### src/rtl/runner_game_core.sv
// runner_game_core: game-state engine for the side-scrolling runner.
// Owns the jump physics, N_OBS scrolling obstacles, the difficulty ramp,
// collision detection, score and the IDLE/RUN/PAUSE/OVER state machine.
// All slower time bases arrive as single-cycle enables on the one clock.
//
// Ports:
//   clk          system clock
//   clr_n        synchronous active-low reset
//   tick_01ms    0.1 ms enable (scroll divider)
//   tick_5ms     5 ms enable (jump physics)
//   tick_100ms   100 ms enable (score, ramp, animation)
//   start        level, start / restart
//   jump         level, jump button (rising edge is latched)
//   pause        level, pause while high
//   obs_x        obstacle left x, obstacle i at [i*XW +: XW]
//   player_y     player top y
//   anim_frame   running sprite select
//   state        0=IDLE 1=RUN 2=PAUSE 3=OVER
//   game_over    high in OVER
//   score        elapsed 100 ms ticks, saturating
//   speed_div    current scroll divider
//
// Optional feature: define RUNNER_DOUBLE_JUMP_EN to allow one extra jump
// per flight while airborne.
module runner_game_core #(
   parameter int N_OBS      = 2,
   parameter int XW         = 11,
   parameter int PLAYER_X   = 120,
   parameter int PLAYER_W   = 60,
   parameter int PLAYER_H   = 60,
   parameter int Y_GROUND   = 270,
   parameter int Y_OBS      = 268,
   parameter int OBS_W      = 70,
   parameter int MARGIN     = 10,
   parameter int SPAN       = 1200,
   parameter int V0         = 82,
   parameter int G          = 1,
   parameter int FRAC       = 5,
   parameter int DIFF_INIT  = 60,
   parameter int DIFF_MIN   = 20,
   parameter int DIFF_STEP  = 4,
   parameter int RAMP_TICKS = 50
) (
   input  logic                clk,
   input  logic                clr_n,
   input  logic                tick_01ms,
   input  logic                tick_5ms,
   input  logic                tick_100ms,
   input  logic                start,
   input  logic                jump,
   input  logic                pause,
   output logic [N_OBS*XW-1:0] obs_x,
   output logic [XW-1:0]       player_y,
   output logic                anim_frame,
   output logic [1:0]          state,
   output logic                game_over,
   output logic [15:0]         score,
   output logic [7:0]          speed_div
);

   localparam int HW = XW + FRAC;
   localparam logic signed [9:0] V0_S = 10'(V0);
   localparam logic signed [9:0] G_S  = 10'(G);

   typedef enum logic [1:0] {S_IDLE = 2'd0, S_RUN = 2'd1, S_PAUSE = 2'd2, S_OVER = 2'd3} state_t;
   state_t state_q, state_d;

   logic [HW-1:0]       h_q, h_d;
   logic signed [9:0]   v_q, v_d;
   logic signed [HW+1:0] hv_sum;
   logic [XW-1:0]       obs_q [N_OBS];
   logic [XW-1:0]       obs_d [N_OBS];
   logic [XW-1:0]       player_y_q, player_y_d;
   logic                anim_q, anim_d;
   logic [15:0]         score_q, score_d;
   logic [7:0]          div_q, div_d;
   logic [7:0]          div_cnt_q, div_cnt_d;
   logic [15:0]         ramp_cnt_q, ramp_cnt_d;
   logic                jump_prev_q, latch_q, latch_d;
   logic                on_ground, collide, reload, step;
   logic [N_OBS-1:0]    hit;
`ifdef RUNNER_DOUBLE_JUMP_EN
   logic                dj_used_q, dj_used_d;
`endif

   function automatic logic [15:0] sat_inc16(input logic [15:0] x);
      return (x == 16'hFFFF) ? x : x + 16'd1;
   endfunction

   // Floor-clamped decrement; compare first so a small divider never wraps.
   function automatic logic [7:0] ramp_div(input logic [7:0] d);
      if (d <= 8'(DIFF_MIN + DIFF_STEP)) return 8'(DIFF_MIN);
      else return d - 8'(DIFF_STEP);
   endfunction

   assign on_ground = (h_q == '0) && (v_q == '0);
   assign hv_sum    = signed'({2'b00, h_q}) + signed'({{(HW-8){v_q[9]}}, v_q});
   assign reload    = !clr_n || (state_q == S_OVER && start);

   // Collision boxes, widened by one bit so the sums never wrap.
   always_comb begin
      for (int i = 0; i < N_OBS; i++) begin
         hit[i] = ((XW+1)'(PLAYER_X + MARGIN) < {1'b0, obs_q[i]} + (XW+1)'(OBS_W - MARGIN)) &&
                  ({1'b0, obs_q[i]} + (XW+1)'(MARGIN) < (XW+1)'(PLAYER_X + PLAYER_W - MARGIN)) &&
                  ({1'b0, player_y_q} + (XW+1)'(PLAYER_H) > (XW+1)'(Y_OBS + MARGIN));
      end
   end
   assign collide = |hit;

   always_comb begin
      state_d = state_q;
      case (state_q)
         S_IDLE:  if (start) state_d = S_RUN;
         S_RUN:   if (collide) state_d = S_OVER;
                  else if (pause) state_d = S_PAUSE;
         S_PAUSE: if (!pause) state_d = S_RUN;
         S_OVER:  if (start) state_d = S_RUN;
         default: state_d = S_IDLE;
      endcase
   end

   always_comb begin
      h_d        = h_q;
      v_d        = v_q;
      player_y_d = player_y_q;
      anim_d     = anim_q;
      score_d    = score_q;
      div_d      = div_q;
      div_cnt_d  = div_cnt_q;
      ramp_cnt_d = ramp_cnt_q;
      obs_d      = obs_q;
      latch_d    = 1'b0;
      step       = 1'b0;
`ifdef RUNNER_DOUBLE_JUMP_EN
      dj_used_d  = dj_used_q;
`endif
      if (state_q == S_RUN) begin
         // A latched edge survives only until the next physics tick.
         latch_d = (latch_q && !tick_5ms) || (jump && !jump_prev_q);

         if (tick_5ms) begin
            if (on_ground) begin
               if (latch_q) v_d = V0_S;
            end
`ifdef RUNNER_DOUBLE_JUMP_EN
            else if (latch_q && !dj_used_q) begin
               v_d       = V0_S;
               dj_used_d = 1'b1;
            end
`endif
            else if (hv_sum[HW+1] || hv_sum == '0) begin
               h_d = '0;
               v_d = '0;
`ifdef RUNNER_DOUBLE_JUMP_EN
               dj_used_d = 1'b0;
`endif
            end else begin
               h_d = hv_sum[HW-1:0];
               v_d = v_q - G_S;
            end
         end
         player_y_d = XW'(Y_GROUND) - XW'(h_d >> FRAC);

         if (tick_01ms) begin
            // >= keeps the divider sane if a ramp shrinks it below the count.
            if (div_cnt_q >= div_q - 8'd1) begin
               div_cnt_d = '0;
               step      = 1'b1;
            end else begin
               div_cnt_d = div_cnt_q + 8'd1;
            end
         end
         if (step) begin
            for (int i = 0; i < N_OBS; i++)
               obs_d[i] = (obs_q[i] == '0) ? XW'(SPAN) : obs_q[i] - XW'(1);
         end

         if (tick_100ms) begin
            score_d = sat_inc16(score_q);
            if (ramp_cnt_q == 16'(RAMP_TICKS - 1)) begin
               ramp_cnt_d = '0;
               div_d      = ramp_div(div_q);
            end else begin
               ramp_cnt_d = ramp_cnt_q + 16'd1;
            end
         end

         if (!on_ground) anim_d = 1'b1;
         else if (tick_100ms) anim_d = !anim_q;
      end
      if (state_d != S_RUN) latch_d = 1'b0;
   end

   always_ff @(posedge clk) begin
      if (!clr_n) state_q <= S_IDLE;
      else        state_q <= state_d;
   end

   always_ff @(posedge clk) begin
      if (reload) begin
         h_q         <= '0;
         v_q         <= '0;
         player_y_q  <= XW'(Y_GROUND);
         anim_q      <= 1'b0;
         score_q     <= '0;
         div_q       <= 8'(DIFF_INIT);
         div_cnt_q   <= '0;
         ramp_cnt_q  <= '0;
         jump_prev_q <= 1'b0;
         latch_q     <= 1'b0;
         for (int i = 0; i < N_OBS; i++) obs_q[i] <= XW'(SPAN - i * (SPAN / N_OBS));
`ifdef RUNNER_DOUBLE_JUMP_EN
         dj_used_q   <= 1'b0;
`endif
      end else begin
         h_q         <= h_d;
         v_q         <= v_d;
         player_y_q  <= player_y_d;
         anim_q      <= anim_d;
         score_q     <= score_d;
         div_q       <= div_d;
         div_cnt_q   <= div_cnt_d;
         ramp_cnt_q  <= ramp_cnt_d;
         jump_prev_q <= jump;
         latch_q     <= latch_d;
         obs_q       <= obs_d;
`ifdef RUNNER_DOUBLE_JUMP_EN
         dj_used_q   <= dj_used_d;
`endif
      end
   end

   for (genvar g = 0; g < N_OBS; g++) begin : g_obs
      assign obs_x[g*XW +: XW] = obs_q[g];
   end

   assign player_y   = player_y_q;
   assign anim_frame = anim_q;
   assign state      = state_q;
   assign game_over  = (state_q == S_OVER);
   assign score      = score_q;
   assign speed_div  = div_q;

endmodule

### config.mk
export PLATFORM = sky130hd
export DESIGN_NAME = runner_game_core
export DESIGN_NICKNAME = d
export VERILOG_FILES = /design/src/rtl/runner_game_core.sv
export SDC_FILE = /design/constraint.sdc
export NUM_CORES = 1
export LEC_CHECK = 0
export BUFFER_PORTS_ARGS = -buffer_cell sky130_fd_sc_hd__buf_2
export CAP_MARGIN = 10
export CORE_MARGIN = 2
export CORE_UTILIZATION = 50
export CTS_CLUSTER_DIAMETER = 150
export DETAILED_ROUTE_END_ITERATION = 8
export MAX_ROUTING_LAYER = met4
export PLACE_DENSITY = 0.8
export SKIP_CTS_REPAIR_TIMING = 1
export SYNTH_ARGS = -nofsm -noshare
export SYNTH_HDL_FRONTEND = slang
export SYNTH_SLANG_ARGS = --single-unit
### constraint.sdc
create_clock -name clk -period 5.8 [get_ports clk]
set_input_delay 0.29 -clock clk [delete_from_list [all_inputs] [get_ports clk]]
set_output_delay 0.29 -clock clk [all_outputs]
set_load 0.05 [all_outputs]
==> impl_results.md <==
* Status: completed
* Final WS setup at around 0.94 ns
* Area grow syn2layout at 10.1%
* Input/output buffers at 66
* Worst-path fanout max at 23
* Initial antenna violation count at 0
* Fmax at between 200 and 250 MHz
* Root Driver: clkbuf_16
* Largest cells by area after synthesis: dfxtp_1 30%, ha_1 8.6%, nor2_1 5.9%
* Switching Power at approximately 1.7 mW
* Clk buf depth at 2
* Synth area leader: dfxtp_1
* CTS tree: built
* Minimum clock period at between 4 and 5 ns
* Reg2reg end: player_y[10]
* FP Rows at 44
* Worst Hold Class: input port to flop
* Drt pass-1 iters at 5
* Reg power frac at between 20% and 30%
* Die Y at between 100 and 150 µm
* Min-Delay Endpoint: jump_prev_q
* Die ar. at ~15000 µm²
* Main synth FF type: dfxtp_1
* Asr flop ratio synth at 0%
* Clk pwr share at around 19%
* TritonCTS buffer count at 9
* Vias per cell at 5.99
* Sink Count at roughly 110
* Post-synth EDFFs at 0
* Layout cells sized above 1 at between 10% and 20%
* Logic gate share of total power at 52.6%
* Syn. warnings at 0
* Die Wd at approximately 120 µm
* Hold depth at 2
* Most frequent cell after synthesis: nor2_1
* Largest net degree at the start of global routing at 53
* R2R Path Start: v_q[9]
* Layout Nets at around 1000
* Drc violations at 0
* Commonest cells in the netlist: 114 x nor2_1, 109 x dfxtp_1, 98 x nand2_1
* RSZ-0062 raised after global routing: false
* RePlAce Congestion at ~0.94
* Number of max-cap violations at 0
* Wirelength per Cell at 15.3 µm
* CTS clk-pin slew, worst paths at 0.08 ns
* Initial core utilization at 50.5%
* Setup crit end kind: flop
* GRT Residual Overflow at 0
* R2R Setup Slk at between 0.9 and 1 ns
* Boundary pin count at just under 70
* H-tree depth at 3
* Final period util at a little over four fifths
* R2R cell count at 17
* Post-Syn Instances at between 900 and 1000
* Fin Setup TNS at 0 ns
* Avg Cell Area, Syn at between 7 and 8 µm²
* Filler cells at between 1000 and 1500
* Setup Crit Path Kind: flop to flop
* Post-DP HPWL at between 10000 and 15000 µm
* Setup Skew at around 0.011 ns
* Final hold vios at 0
* Worst slew pin tran at 0.916 ns
* Max_slew headroom at about two fifths
* Crit path arrival time at slightly above 5 ns
* DR vias at just under 7000
* Hold Path Origin: jump
* Overall Global Routing Usage at 23.0%
* Vias in the first global route at ~6100
* Finish-stage setup viols at 0
* Placed Instance Area at approximately 7700 µm²
* Final wirelength at approximately 18000 µm
* Mapped Area at approximately 7300 µm²
* CP Launch Type: flop
* Cell leakage power at approximately 3.3 nW
* Worst Setup SP: v_q[9]
* Yosys reg bits at 109
* Diode count at 0
* Power Density at 440 nW/µm²
* Register area share after synthesis at ~30%
* Post-place setup slack at roughly 1.0 ns
* Fin area at roughly 8000 µm²
* Switching Fraction at around 47%
* Detailed Route Iter0 Violations at 506
* Global-route wire length before repair at 29700 µm
* Crit path required time at a little over 6 ns
* Synth unique cells at 75
* Yosys top cell area share at between 30% and 40%
* VDD IR max at around 0.00036 V
* Slew Limit Fails at 0
* Internal at between 1.5 and 2 mW
* Antenna viol nets, final at 0
* CORE AREA at ~14000 µm²
* Clock latency on the worst-skew pair at between 0.3 and 0.4 ns
-- layout make-up --
type	count	area, µm²	area share, %
Clock buffer	11	243	3.04
Clock inverter	4	80.1	1.00
Inverter	34	128	1.60
Multi-Input combinational cell	740	4730	59.3
Sequential cell	109	2180	27.3
Tap cell	184	230	2.88
Timing Repair Buffer	74	390	4.89
-- cells by family (layout without fill, tap and decap cells) --
group | count (synthesis) | count (layout) | share of synthesized area [%]
AO/OA/AOI/OAI | 211 | 211 | 20.0
XOR/XNOR | 68 | 68 | 8.21
adder cells (fa/ha/maj) | 51 | 51 | 8.90
buffers and inverters | 82 | 123 | 4.76
flip-flops | 109 | 109 | 30.1
multiplexers | 4 | 4 | 0.552
other | 1 | 2 | 0.0517
AND/OR/NAND/NOR | 404 | 404 | 27.5
-- cells in the final DEF, fill, tap and decap left out, drive strengths merged, types with 19 or more instances in the layout --
master / n
a21oi: 48
buf: 74
dfxtp: 109
ha: 50
inv: 36
nand2: 98
nand3: 42
nand4: 26
nor2: 114
nor3: 19
o21ai: 42
xnor2: 28
xor2: 40
-- sequential cells by signal (all words and copies together) (netlist names) --
| signal | flops |
|---|---|
| jump_prev_q | 1 |
| speed_div | 6 |
| h_q | 16 |
| obs_x | 22 |
| latch_q | 1 |
| score | 16 |
| div_cnt_q | 8 |
| ramp_cnt_q | 16 |
| player_y | 10 |
| v_q | 10 |
| state | 2 |
| anim_frame | 1 |
-- layer usage --
metal | track usage, % | share of wire [%]
met3 | 3.31 | 6.0
met4 | 7.40 | 1.7
met1 | 31.8 | 47
met2 | 34.7 | 46
met5 | - | 0
-- worst max-delay path, cell delays in order, from the launching register on --
cell,delay [ns]
dfxtp_1,0.70
ha_1,0.42
and3_1,0.25
a221o_1,0.34
a221oi_2,0.42
and3_1,0.23
o2111ai_1,0.10
and4b_1,0.30
a21oi_1,0.07
buf_4,0.23
nand2_1,0.09
o21ai_0,0.08
ha_1,0.25
and3_1,0.17
a32oi_2,0.27
o221ai_2,0.18
or4_1,0.48
and3b_1,0.17
-- per-stage QoR --
| stage | utilization, % | hold slack [ns] | total power [mW] | std cells |
|---|---|---|---|---|
| 2_1_floorplan | - | 0.436 | 2.41 | 931 |
| 3_3_place_gp | 53.3 | 0.461 | 2.77 | 1141 |
| 3_5_place_dp | 53.3 | 0.469 | 2.80 | 1141 |
| 4_1_cts | 55.6 | 0.184 | 3.47 | 1156 |
| 5_1_grt | 55.6 | 0.191 | 3.73 | 1156 |
| 6_report | 55.6 | 0.187 | 3.51 | 1156 |
-- worst max path at each step --
stage	end	slack, ns	cells past startpoint
3_3_place_gp	player_y[10]	1.17	17
4_1_cts	player_y[10]	1.00	17
6_report	player_y[10]	0.94	17
5_1_grt	player_y[10]	0.54	17
2_1_floorplan	player_y[10]	1.62	18
3_5_place_dp	player_y[10]	1.05	17
-- power by group through the flow --
| stage | Clock [mW] | Combinational, mW | Sequential [mW] |
|---|---|---|---|
| 3_3_place_gp | 0 | 1.77 | 0.995 |
| 3_5_place_dp | 0 | 1.80 | 1.00 |
| 6_report | 0.677 | 1.85 | 0.988 |
| 5_1_grt | 0.714 | 2.02 | 1.00 |
| 4_1_cts | 0.686 | 1.81 | 0.983 |
| 2_1_floorplan | 0 | 1.34 | 1.06 |
(Power assumes the default switching activity.)
